**src/rtl/serial_sub_pkg.sv**
```systemverilog
// Shared definitions for the serial subtractor: FSM state encoding and
// the chunk-counter width helper.
package serial_sub_pkg;

  typedef enum logic [1:0] {
    IDLE = 2'b00,
    RUN  = 2'b01,
    DONE = 2'b10
  } state_t;

  // Width of the chunk counter: clog2(WIDTH/BITS_PER_CYCLE), never below 1.
  function automatic int cnt_width(input int width, input int bpc);
    int n;
    n = width / bpc;
    if (n <= 2) begin
      return 1;
    end else begin
      return $clog2(n);
    end
  endfunction

endpackage

```
**src/rtl/full_subtractor_cell.sv**
```systemverilog
// One-bit combinational full subtractor: d = x - y - bi, bo = borrow out.
module full_subtractor_cell (
  input  logic x,
  input  logic y,
  input  logic bi,
  output logic d,
  output logic bo
);

  assign d  = x ^ y ^ bi;
  assign bo = (~x & y) | (~(x ^ y) & bi);

endmodule

```
**src/rtl/serial_subtractor.sv**
```systemverilog
// Serial subtractor: computes a - b - bin, BITS_PER_CYCLE bits per clock,
// LSB first, through a chain of full_subtractor_cell instances.
// Optional feature: define SERIAL_SUB_SIGNED_OVF_EN to add the registered
// two's-complement overflow output ovf.
module serial_subtractor
  import serial_sub_pkg::*;
#(
  parameter int WIDTH          = 8,
  parameter int BITS_PER_CYCLE = 1
) (
  input  logic             clk,
  input  logic             rst,
  input  logic             start,
  input  logic [WIDTH-1:0] a,
  input  logic [WIDTH-1:0] b,
  input  logic             bin,
  output logic             busy,
  output logic             done,
  output logic [WIDTH-1:0] diff,
  output logic             bout
`ifdef SERIAL_SUB_SIGNED_OVF_EN
  ,
  output logic             ovf
`endif
);

  localparam int N  = WIDTH / BITS_PER_CYCLE;
  localparam int CW = cnt_width(WIDTH, BITS_PER_CYCLE);
  localparam logic [CW-1:0] LAST_CNT = CW'(N - 1);

  state_t                    state_r;
  logic [WIDTH-1:0]          a_r;
  logic [WIDTH-1:0]          b_r;
  logic [WIDTH-1:0]          res_r;
  logic                      borrow_r;
  logic [CW-1:0]             cnt_r;
`ifdef SERIAL_SUB_SIGNED_OVF_EN
  logic                      a_msb_r;
  logic                      b_msb_r;
`endif

  logic [BITS_PER_CYCLE-1:0] x_s;
  logic [BITS_PER_CYCLE-1:0] y_s;
  logic [BITS_PER_CYCLE-1:0] d_s;
  logic [BITS_PER_CYCLE:0]   chain_s;
  logic [WIDTH-1:0]          d_ext_s;
  logic [WIDTH-1:0]          res_next_s;

  // The low chunk of the operand shift registers feeds the borrow chain,
  // which is seeded from the borrow left by the previous chunk.
  assign x_s        = a_r[BITS_PER_CYCLE-1:0];
  assign y_s        = b_r[BITS_PER_CYCLE-1:0];
  assign chain_s[0] = borrow_r;

  genvar gi;
  generate
    for (gi = 0; gi < BITS_PER_CYCLE; gi++) begin : g_cell
      full_subtractor_cell u_cell (
        .x  (x_s[gi]),
        .y  (y_s[gi]),
        .bi (chain_s[gi]),
        .d  (d_s[gi]),
        .bo (chain_s[gi+1])
      );
    end
  endgenerate

  // Shift the new chunk in at the top of the result register; after N
  // chunks the first one computed has reached the LSB position.
  always_comb begin
    d_ext_s                       = '0;
    d_ext_s[BITS_PER_CYCLE-1:0]   = d_s;
    res_next_s = (res_r >> BITS_PER_CYCLE) | (d_ext_s << (WIDTH - BITS_PER_CYCLE));
  end

  // Control FSM with datapath registers; diff/bout only change on completion
  // so partial results never reach the outputs.
  always_ff @(posedge clk or posedge rst) begin
    if (rst) begin
      state_r  <= IDLE;
      a_r      <= '0;
      b_r      <= '0;
      res_r    <= '0;
      borrow_r <= 1'b0;
      cnt_r    <= '0;
      busy     <= 1'b0;
      done     <= 1'b0;
      diff     <= '0;
      bout     <= 1'b0;
`ifdef SERIAL_SUB_SIGNED_OVF_EN
      a_msb_r  <= 1'b0;
      b_msb_r  <= 1'b0;
      ovf      <= 1'b0;
`endif
    end else begin
      case (state_r)
        IDLE, DONE: begin
          done <= 1'b0;
          if (start) begin
            a_r      <= a;
            b_r      <= b;
            res_r    <= '0;
            borrow_r <= bin;
            cnt_r    <= '0;
            busy     <= 1'b1;
            state_r  <= RUN;
`ifdef SERIAL_SUB_SIGNED_OVF_EN
            a_msb_r  <= a[WIDTH-1];
            b_msb_r  <= b[WIDTH-1];
`endif
          end else begin
            busy     <= 1'b0;
            state_r  <= IDLE;
          end
        end
        RUN: begin
          a_r      <= a_r >> BITS_PER_CYCLE;
          b_r      <= b_r >> BITS_PER_CYCLE;
          res_r    <= res_next_s;
          borrow_r <= chain_s[BITS_PER_CYCLE];
          cnt_r    <= cnt_r + CW'(1);
          if (cnt_r == LAST_CNT) begin
            state_r <= DONE;
            busy    <= 1'b0;
            done    <= 1'b1;
            diff    <= res_next_s;
            bout    <= chain_s[BITS_PER_CYCLE];
`ifdef SERIAL_SUB_SIGNED_OVF_EN
            ovf     <= (a_msb_r != b_msb_r) && (res_next_s[WIDTH-1] != a_msb_r);
`endif
          end else begin
            state_r <= RUN;
          end
        end
        default: begin
          state_r <= IDLE;
          busy    <= 1'b0;
          done    <= 1'b0;
        end
      endcase
    end
  end

endmodule

```
**config.mk**
```make
export PLATFORM = sky130hd
export DESIGN_NAME = serial_subtractor
export DESIGN_NICKNAME = d
export VERILOG_FILES = /design/src/rtl/serial_sub_pkg.sv /design/src/rtl/full_subtractor_cell.sv /design/src/rtl/serial_subtractor.sv
export SDC_FILE = /design/constraint.sdc
export NUM_CORES = 1
export LEC_CHECK = 0
export ABC_AREA = 1
export BUFFER_PORTS_ARGS = -buffer_cell sky130_fd_sc_hd__buf_4
export CORE_ASPECT_RATIO = 1.25
export CORE_MARGIN = 10
export CORE_UTILIZATION = 55
export DETAILED_ROUTE_END_ITERATION = 8
export PLACE_DENSITY = 0.77
export SLEW_MARGIN = 20
export SYNTH_ARGS = -nofsm -noshare
export SYNTH_HDL_FRONTEND = slang
export SYNTH_SLANG_ARGS = --single-unit
export TNS_END_PERCENT = 5
```
**constraint.sdc**
```tcl
create_clock -name clk -period 3.83 [get_ports clk]
set_input_delay 0 -clock clk [delete_from_list [all_inputs] [get_ports clk]]
set_output_delay 0 -clock clk [all_outputs]
set_load 0.02 [all_outputs]
```
# After elaboration in Yosys (flattened, before gate mapping)
# Cells that the tools add are included.
# classes
muxes,18
bitwise,8
eq_ne,5
add_sub_neg,1
n_reduce_logical,5
# op_table
operator,n
8-bit case mux with 2 select lines,3
8-bit 2-to-1 mux,3
7-bit by 8-bit OR with 8-bit output,1
1-bit 2-to-1 mux,6
3-bit case mux with 2 select lines,1
2-bit != test (second input constant),2
1-bit case mux with 2 select lines,2
2-bit case mux with 2 select lines,1
2-bit AND reduction,2
3-bit by 1-bit adder with 3-bit output (second input constant),1
3-bit == test (second input constant),1
3-bit 2-to-1 mux,1
1-bit AND,2
2-bit by 1-bit == test with 1-bit output (second input constant),1
2-bit == test (second input constant),1
2-bit zero test,1
2-bit 2-to-1 mux,1
1-bit NOT,2
2-bit nonzero test,1
2-bit OR reduction,1
1-bit bitwise XOR,2
1-bit OR,1
# word_totals
out_inout_bits,11
ff_bits,41
in_bits,20

# Longest topological paths before layout
# Gate-level depths: netlist of run 1.
# logic_depth
depth_word,5
mapped_depth,8
depth_no_buf,7

# Cells and area by module
# A second synthesis of run 1 with hierarchy kept.
# unflattened
hier_cells,229
hier_area_um2,1943.1
# by_module_without_submodules
mod,seq_area_each_um2,area_each_um2,n_inst,cells_each
serial_subtractor,1001.0,1911.8,1,225
full_subtractor_cell,0.0,31.3,1,4

# Worst setup path after synthesis of run 1
# Ideal clock, no wire load.
# synth_timing
kind,reg-to-reg
start,register cnt_r[0]
end,register diff[0]
stages_incl_launch_ff,7
t_arrival_ps,1177
slack_ps,2579
n_path_buf,1
cell_sequence,dfrtp_1 ha_1 ha_1 nand2_4 buf_6 nand2_1 o21ai_2
# synth_via
elab_chain_cells,2
# synth_rtl
item,line,rtl
from (decl),serial_subtractor.sv:36,logic [CW-1:0] cnt_r;
from (signal assigned),serial_subtractor.sv:121,cnt_r <= cnt_r + CW'(1);
3-bit == test,serial_subtractor.sv:122,if (cnt_r == LAST_CNT) begin
2-bit AND reduction (no source line),-,
to (signal assigned),serial_subtractor.sv:126,diff <= res_next_s;
to (decl),serial_subtractor.sv:19,"output logic [WIDTH-1:0] diff,"
# No other way between the ends.
# A chain may end at the register's enable or synchronous reset.

# Worst setup path in the final report of run 1
# layout_timing
start,register state_r[0]
end,register bout
# layout_via
elab_chain_cells,2
# layout_rtl
item,line,rtl
from (decl),serial_subtractor.sv:31,state_t state_r;
from (signal assigned),serial_subtractor.sv:80,state_r <= IDLE;
from (signal assigned),serial_subtractor.sv:106,state_r <= RUN;
from (signal assigned),serial_subtractor.sv:113,state_r <= IDLE;
2-bit by 1-bit == test with 1-bit output,serial_subtractor.sv:96,case (state_r)
2-bit AND reduction (no source line),-,
to (signal assigned),serial_subtractor.sv:127,bout <= chain_s[BITS_PER_CYCLE];
to (decl),serial_subtractor.sv:20,output logic bout
# No other way between the ends.

==> key figures, run 1 <==
Global route
  – All-Layer GR Usage: 12.84%
  – Met2 Resource Use GR: 21.48%
  – First-pass GRT wire length: 6561 um
  – Grt ovf: 0
  – Vias in the first global route: 1511
  – Most Crowded Layer GR: met2
  – Antenna violations before repair: 0
  – GR Util met3: 4.268%
  – Largest net degree at the start of global routing: 41
  – Grt met1 use: 14.44%

Routing
  – Via density: 4.946
  – Routed Antenna Nets: 0
  – Wire per inst: 12.50 um
  – Drt pass-1 iters: 4
  – Via count: 1479
  – Overall routed net length: 3737 um
  – DR iter-0 viols: 110
  – DRC: 0

STA
  – Setup TNS: 0 ns
  – Worst Max-Slew Pin Slew: 0.6828 ns
  – Worst Skew: 0.004694 ns
  – Final Cycle Share: 43.97%
  – Slew HR: 54.48%
  – Max-slew violation count: 0
  – Max frequency: 593.8 MHz
  – Final setup fails: 0
  – Unrepaired setup endpoints after global routing: false
  – Final Hold Fails: 0
  – Period minus WS final: 1.684 ns

Cells and area
  – Area Overhead vs Synth: 18.48%
  – Fin nets: 284
  – Share of cells above drive strength 1: 20.99%
  – # diodes: 0
  – Post-Layout Cell Count: 299

Setup path
  – Crit-path max FO: 18
  – Worst EP required: 4.01 ns
  – Element type at the critical path end: flip-flop
  – Critical Path AT: 1.87 ns
  – Crit start category: flip-flop
  – Reg-to-reg startpoint: state_r[0]
  – Worst setup path class: flip-flop to flip-flop
  – Setup crit start: state_r[0]

Power
  – Reg power frac: 38.3%
  – Sw Pwr: 0.0008232 W
  – Switching part of the total: 41.69%
  – Cell internal pwr: 0.001151 W
  – Clock power frac: 17.4%
  – Lkg Pwr: 1.289 nW
  – Pwr dens: 866.6 nW/um2
  – Worst vdd ir: 523.9 uV
  – Logic pwr share: 44.3%

Place
  – Dpl hpwl: 2637 um
  – Port bufs: 30
  – Placed Cells: 287
  – Placer Congestion: 0.7592

Clock tree
  – Num Clock Sinks: 40
  – CTS tree: done
  – Hold_buf cts: 4
  – Clock Path Buffers: 2
  – Clock slew at reported path FFs: 0.08 ns
  – TritonCTS buffer count: 5
  – Post-cts resize count: 0
  – Root buffer cell: clkbuf_8
  – H-tree depth: 2
  – Worst-Skew Late Latency: 0.29 ns
  – Post-CTS setup buffer count: 0

Synthesis
  – Area leader, netlist: dfrtp_1
  – Cell Area, Synth: 1923 um2
  – Count leader, synth: nand2_1
  – Flops & latches, synth: 40
  – Post-synthesis instance total: 228
  – Share of the synthesized area in the top cell type: 52.05%
  – Sequential area share after synthesis: 52.05%
  – Share of synthesized registers carrying an async set or reset: 100.0%
  – Distinct cells, synth: 19
  – Syn. warnings: 0
  – Top FF cell, synth: dfrtp_1
  – Post-synth EDFFs: 0
  – Synthesized Nets: 251
  – Avg Cell Area, Syn: 8.435 um2
  – Synth top cells by count: nand2_1, inv_1, dfrtp_1
  – Area contributors post-synth: dfrtp_1, nand2_1, inv_1

Status
  – Status: finished, final reports clean

Die
  – Core Rows: 23
  – Die Y: 86.11 um
  – I/O pin count: 31
  – Initial Utilization: 58.62%
  – Die W: 72.89 um
  – Core footprint: 3281 um2
  – Full die area: 6277 um2

Hold path
  – Min-delay src: a[1]
  – Worst hold path class: primary input to flip-flop

Job
  – Max Cap Viol: 0
worst max-delay path, cell delays in order, from the launching register on:
cell,delay [ns]
dfrtp_1,0.79
inv_4,0.11
nor2_4,0.28
nand2_4,0.21
nand2_1,0.13
o21ai_2,0.05
worst paths after layout:
check,slack [ns],cells after the start,to
worst max register to register,2.15,5,bout
min in group asynchronous,0.38,4,res_r[5]
worst max-delay path,2.15,5,bout
worst min-delay path,0.01,5,a_r[1]
worst min register to register,0.48,2,diff[3]
max in group asynchronous,3.10,4,borrow_r
flip-flops by register name, summed over array words and instances (netlist names):
register,flops
state_r,2
busy,1
borrow_r,1
a_r,8
cnt_r,3
diff,8
b_r,8
done,1
bout,1
res_r,7
layout by cell type (no fill, tap or decap), drive strengths merged:
master       Yosys  final
nand2           78     78
inv             45     45
dfrtp           40     40
buf              9     31
nand3           29     29
o21ai           18     18
clkbuf           0      5
nor2             5      5
dlygate4sd3      0      4
ha               2      2
a21oi            1      1
fa               1      1
clkinvlp         0      1
clkinv           0      1
bufinv           0      1
metal layers:
layer	part of all wire (%)	wire, um
met3	4.6	172
met5	0	0
met1	43	1589
met4	1.8	69
met2	51	1905
through the flow:
step | util (%) | area, um2 | power (W) | hold WS (ns) | setup WS (ns)
6_report | 69.45 | 2278 | 0.001974 | 0.009689 | 2.146
5_1_grt | 69.45 | 2278 | 0.002168 | 0.03021 | 2.009
4_1_cts | 69.45 | 2278 | 0.001998 | 0.007104 | 2.144
3_5_place_dp | 64.84 | 2127 | 0.001649 | 0.1605 | 2.157
3_3_place_gp | 64.84 | 2127 | 0.001611 | 0.1545 | 2.195
2_1_floorplan | - | 1923 | 0.001453 | 0.1210 | 2.579
logic make-up (layout without fill, tap and decap cells):
logic type	count (synthesis)	after routing	synth area share, %
adders and majority gates	3	3	2.342
and+or+nand+nor	112	112	26.15
DFF	40	40	52.05
AOI/OAI and AO/OA	19	19	6.506
buffers and inverters	54	88	12.95
layout make-up:
class	instances	area, um2
well taps	37	46.29
multi-input cells	134	673.1
inverters	45	173.9
repair buffers	35	272.8
fillers	286	1002
clock buffers	5	68.82
clock inverters	3	42.54
flip-flops and latches	40	1001
power groups by stage:
stage | Sequential, W | Clock [W] | Combinational (W)
finish | 0.000757 | 0.000343 | 0.000875
global route | 0.000784 | 0.000368 | 0.00102
CTS | 0.000758 | 0.000347 | 0.000892
detailed placement | 0.000762 | 0 | 0.000886
global placement | 0.000756 | 0 | 0.000854
floorplan | 0.000778 | 0 | 0.000675
No activity file was read; power rests on OpenSTA's default activity.
==> run 2, diff against run 1 <==
Clock period 3.83 ns to 1.7 ns, I/O delays scaled along.
==> run 2 against run 1 <==
Net effect:
- final cell count increased by 1.7%
- die area stayed put
- register-to-register slack lost 1.8 ns
- largest cell class unchanged
- clock power is 87% higher
- critical endpoint is now diff[7]
- largest power group unchanged
- clock-buffer cell count grew 1
- sequential power increased by 120%
- setup slack lost 1.8 ns
==> key figures, run 2 (same netlist as run 1, synthesis figures left out) <==
Place
  – Placer Congestion: 0.7713
  – Dpl hpwl: 2660 um
  – Port bufs: 30

Routing
  – Overall routed net length: 3726 um
  – DRC: 0
  – Routed Antenna Nets: 0
  – Drt pass-1 iters: 6
  – Via count: 1501
  – Via density: 4.938
  – Wire per inst: 12.26 um
  – DR iter-0 viols: 109

Setup path
  – Worst EP required: 1.89 ns
  – Critical Path AT: 1.55 ns
  – Element type at the critical path end: flip-flop
  – Crit start category: flip-flop
  – CP delay by family, top: adder cells
  – Slowest stage cell on the critical path: dfrtp_1
  – Worst setup path class: flip-flop to flip-flop
  – Worst path max stage delay: 0.40 ns
  – WP buf/inv: 1
  – Crit-path max FO: 18
  – CP Cell Sequence: ha_1, ha_1, nand2_4, inv_1, nand2_1, nand2_1
  – Internal reg-to-reg setup slack: 0.34 ns

STA
  – Final setup fails: 0
  – Max frequency: 735.0 MHz
  – Final Cycle Share: 80.03%
  – Unrepaired setup endpoints after global routing: false
  – Hold Slack: 0.007618 ns
  – Worst Skew: 0.002663 ns
  – Slew HR: 67.07%
  – Max-slew violation count: 0
  – Final Hold Fails: 0
  – Setup TNS: 0 ns
  – Worst Max-Slew Pin Slew: 0.4939 ns
  – Period minus WS final: 1.360 ns

Global route
  – Largest net degree at the start of global routing: 41
  – Vias in the first global route: 1571
  – First-pass GRT wire length: 6720 um
  – Antenna violations before repair: 0
  – All-Layer GR Usage: 13.29%
  – Grt ovf: 0

Power
  – Clock power frac: 14.6%
  – Reg power frac: 37.5%
  – Switching part of the total: 42.09%
  – Sw Pwr: 0.001857 W
  – Pwr dens: 1921 nW/um2
  – Lkg Pwr: 1.309 nW
  – Cell internal pwr: 0.002555 W
  – Worst vdd ir: 1531 uV
  – Logic pwr share: 47.9%

Job
  – Max Cap Viol: 0

Cells and area
  – Commonest non-fill, non-tap cells in the layout: nand2_1, inv_1, dfrtp_1
  – Fin nets: 289
  – Post-layout util: 70.02%
  – Area Overhead vs Synth: 19.45%
  – Top Registers: a_r: 8 flops, b_r: 8 flops, diff: 8 flops
  – Commonest non-fill, non-tap cell in the layout: nand2_1
  – # diodes: 0
  – Share of cells above drive strength 1: 22.47%

Clock tree
  – Root buffer cell: clkbuf_8
  – Clock Path Buffers: 2
  – H-tree depth: 2
  – TritonCTS buffer count: 5
  – Worst-Skew Late Latency: 0.29 ns
  – Num Clock Sinks: 40
  – Clock slew at reported path FFs: 0.07 ns
  – Post-cts resize count: 0
  – CTS tree: done

Die
  – Core footprint: 3281 um2
  – Die Y: 86.11 um
  – I/O pin count: 31
  – Core Rows: 23
  – Full die area: 6277 um2
  – Die W: 72.89 um
  – Initial Utilization: 58.62%

Status
  – Status: finished, final reports clean

Hold path
  – Worst hold path class: primary input to flip-flop
[run 2: what timing repair did]
| action | in CTS | in global routing |
|---|---|---|
| setup buffers | 0 | 0 |
| endpoints found under the hold margin | 43 | 0 |
| hold buffers | 4 | 0 |
[run 2: through the flow]
stage,worst slack (ns),area (um2),instances,total power [W]
5_1_grt,0.2172,2297,304,0.004853
4_1_cts,0.3308,2297,304,0.004474
3_5_place_dp,0.3344,2165,292,0.003815
6_report,0.3395,2297,304,0.004413
2_1_floorplan,0.4487,1923,228,0.003274
3_3_place_gp,0.3809,2165,292,0.003738
[run 2: cell type report]
type                            instances  area (um2)
Clock inverter                          2       10.01
Multi-Input combinational cell        134       673.1
Sequential cell                        40        1001
Timing Repair Buffer                   40       310.3
Clock buffer                            6       82.58
Fill cell                             292       983.4
Inverter                               45       173.9
Tap cell                               37       46.29
[run 2: power groups by stage]
stage	clock (W)	sequential, W	combinational, W
after floorplan	0	0.00175	0.00152
after global placement	0	0.00166	0.00207
after detailed placement	0	0.00167	0.00214
after CTS	0.000658	0.00166	0.00216
after global routing	0.000699	0.00171	0.00245
final	0.000643	0.00166	0.00211
[run 2: final timing paths]
path,start,endpoint,cells past startpoint
min,b[3],b_r[3],5
max in group asynchronous,rst,a_r[5],4
max,cnt_r[0],diff[7],6
min in group asynchronous,rst,diff[4],4
max reg2reg,cnt_r[0],diff[7],6
min reg2reg,cnt_r[0],cnt_r[0],1
[run 2: routing by layer]
layer / wire length (um) / share of wire (%) / GRT usage [%]
met5: 0 / 0 / 0
met1: 1564 / 42 / 13.78
met2: 1931 / 52 / 22.99
met4: 58 / 1.6 / 6.920
met3: 171 / 4.6 / 4.383
[run 2: worst min-delay path, stage by stage]
cell	delay, ns
buf_4	0.08
inv_1	0.03
nand2_1	0.05
nand3_1	0.07
nand2_1	0.05
==> run 3, diff against run 2 <==
Settings changed: CORE_UTILIZATION 55 to 50, PLACE_DENSITY 0.77 to 0.74.
Clock period 1.7 ns to 1.2 ns, I/O delays scaled along.
==> run 3 against run 2 <==
Net effect:
- clock power increased by 87%
- via count increased by 5.4%
- sequential power increased by 41%
- clock skew increased by 0.0018 ns
- critical path type unchanged
- largest cell class unchanged
- register-to-register slack got worse by 0.33 ns
- maximum frequency increased by 15%
- total power increased by 61%
- hold slack improved by 0.00073 ns
- final cell count increased by 6.6%
- setup slack got worse by 0.33 ns
- critical path depth unchanged
- first-iteration DRC count decreased by 44%
==> key figures, run 3 (same netlist as run 1, synthesis figures left out) <==
Setup path
  – Reg2reg path depth: 6
  – Worst EP required: 1.39 ns
  – Element type at the critical path end: flip-flop
  – Critical Path AT: 1.37 ns
  – Worst setup path class: flip-flop to flip-flop
  – Crit start category: flip-flop
  – Crit-path max FO: 4

Cells and area
  – Area Overhead vs Synth: 31.69%
  – Fin nets: 306
  – Commonest non-fill, non-tap cells in the layout: nand2_1, buf_4, inv_1
  – Top Registers: a_r: 8 flops, b_r: 8 flops, diff: 8 flops
  – Share of cells above drive strength 1: 30.28%
  – # diodes: 0
  – Commonest non-fill, non-tap cell in the layout: nand2_1

Clock tree
  – Worst-Skew Late Latency: 0.29 ns
  – Clock Path Buffers: 2
  – CTS tree: done
  – Clock slew at reported path FFs: 0.08 ns
  – Num Clock Sinks: 40
  – TritonCTS buffer count: 5
  – H-tree depth: 2
  – Root buffer cell: clkbuf_8

Routing
  – Overall routed net length: 4157 um
  – DR iter-0 viols: 61
  – DRC: 0
  – Via density: 4.883
  – Wire per inst: 12.83 um
  – Routed Antenna Nets: 0
  – Drt pass-1 iters: 4
  – Via count: 1582

Die
  – Die W: 75.47 um
  – Die Y: 89.34 um
  – Core Rows: 25
  – Core footprint: 3754 um2
  – I/O pin count: 31
  – Initial Utilization: 51.23%
  – Full die area: 6742 um2

Global route
  – Antenna violations before repair: 0
  – Vias in the first global route: 1743
  – Grt ovf: 0
  – Largest net degree at the start of global routing: 41
  – All-Layer GR Usage: 13.73%
  – First-pass GRT wire length: 7286 um

Hold path
  – Worst hold stages: 5
  – Worst hold path class: primary input to flip-flop

STA
  – Hold Slack: 0.008349 ns
  – Final setup fails: 0
  – Unrepaired setup endpoints after global routing: true
  – Worst Max-Slew Pin Slew: 0.5019 ns
  – Final Hold Fails: 0
  – Max frequency: 842.7 MHz
  – Worst Skew: 0.004458 ns
  – Period minus WS final: 1.187 ns
  – Final Cycle Share: 98.89%
  – Max-slew violation count: 0
  – Slew HR: 66.54%
  – Worst setup margin: 0.01335 ns

Place
  – Pre-CTS setup slack: -0.01227 ns
  – Port bufs: 30
  – Placer Congestion: 0.7711
  – Dpl hpwl: 2822 um

Power
  – Worst vdd ir: 1329 uV
  – Pwr dens: 2800 nW/um2
  – Lkg Pwr: 1.402 nW

Job
  – Max Cap Viol: 0

Status
  – Status: finished, final reports clean
==> run 3: cell count changes in the layout (fill, tap and decap cells not counted), sizes merged <==
cell	delta
dlygate4sd3	+1
clkbuf	+1
buf	+15
bufinv	+1
nand2	+1
clkinv	-2
==> run 3: metrics by stage <==
stage / power, W / setup TNS [ns] / instances / cell area (um2) / util [%]
2_1_floorplan: 0.004649 / 0 / 228 / 1929 / -
3_3_place_gp: 0.005565 / -0.01077 / 308 / 2281 / 60.77
3_5_place_dp: 0.005681 / -0.04537 / 308 / 2281 / 60.77
4_1_cts: 0.006958 / -0.08579 / 323 / 2472 / 65.87
5_1_grt: 0.007698 / -0.2162 / 324 / 2532 / 67.47
6_report: 0.007091 / 0 / 324 / 2532 / 67.47
==> run 3: worst paths after layout <==
path | end | start | slack [ns]
max in group asynchronous | a_r[2] | rst | 0.47
min reg2reg | a_r[2] | a_r[2] | 0.48
min in group asynchronous | diff[4] | rst | 0.38
max | diff[2] | cnt_r[0] | 0.01
min | b_r[3] | b[3] | 0.008
max reg2reg | diff[2] | cnt_r[0] | 0.01
==> run 3: power breakdown <==
group	internal [W]	switching, W
combinational	0.00153	0.00202
clock	0.000734	0.000462
sequential	0.00199	0.000353
==> run 3: area by class of cell <==
class	instances	area [um2]
inverters	45	173.9
multi-input cells	135	720.7
clock buffers	7	96.34
flip-flops and latches	40	1001
repair buffers	56	460.4
well taps	40	50.05
clock inverters	1	30.03
fillers	320	1221
==> run 3: repair_timing <==
action,4_1_cts,5_1_grt
hold endpoints to repair,45,0
pin swaps,1,1
hold buffers,5,0
setup endpoints to repair,15,31
cloned,0,1
resized for setup,0,15
buffers inserted,2,0
==> run 3: per-layer routing <==
layer	wire length (um)	global-route usage, %	vias to the layer above
met4	74	5.076	0
met5	0	0	-
met2	2178	24.79	43
met3	262	4.000	8
met1	1641	14.55	735
li1	-	-	796
==> run 3: worst max-delay path, stage by stage, from the launching register on <==
cell,delay (ns)
dfrtp_1,0.36
ha_2,0.20
ha_4,0.16
nand2_2,0.10
buf_4,0.16
nand2_1,0.06
o21ai_2,0.05
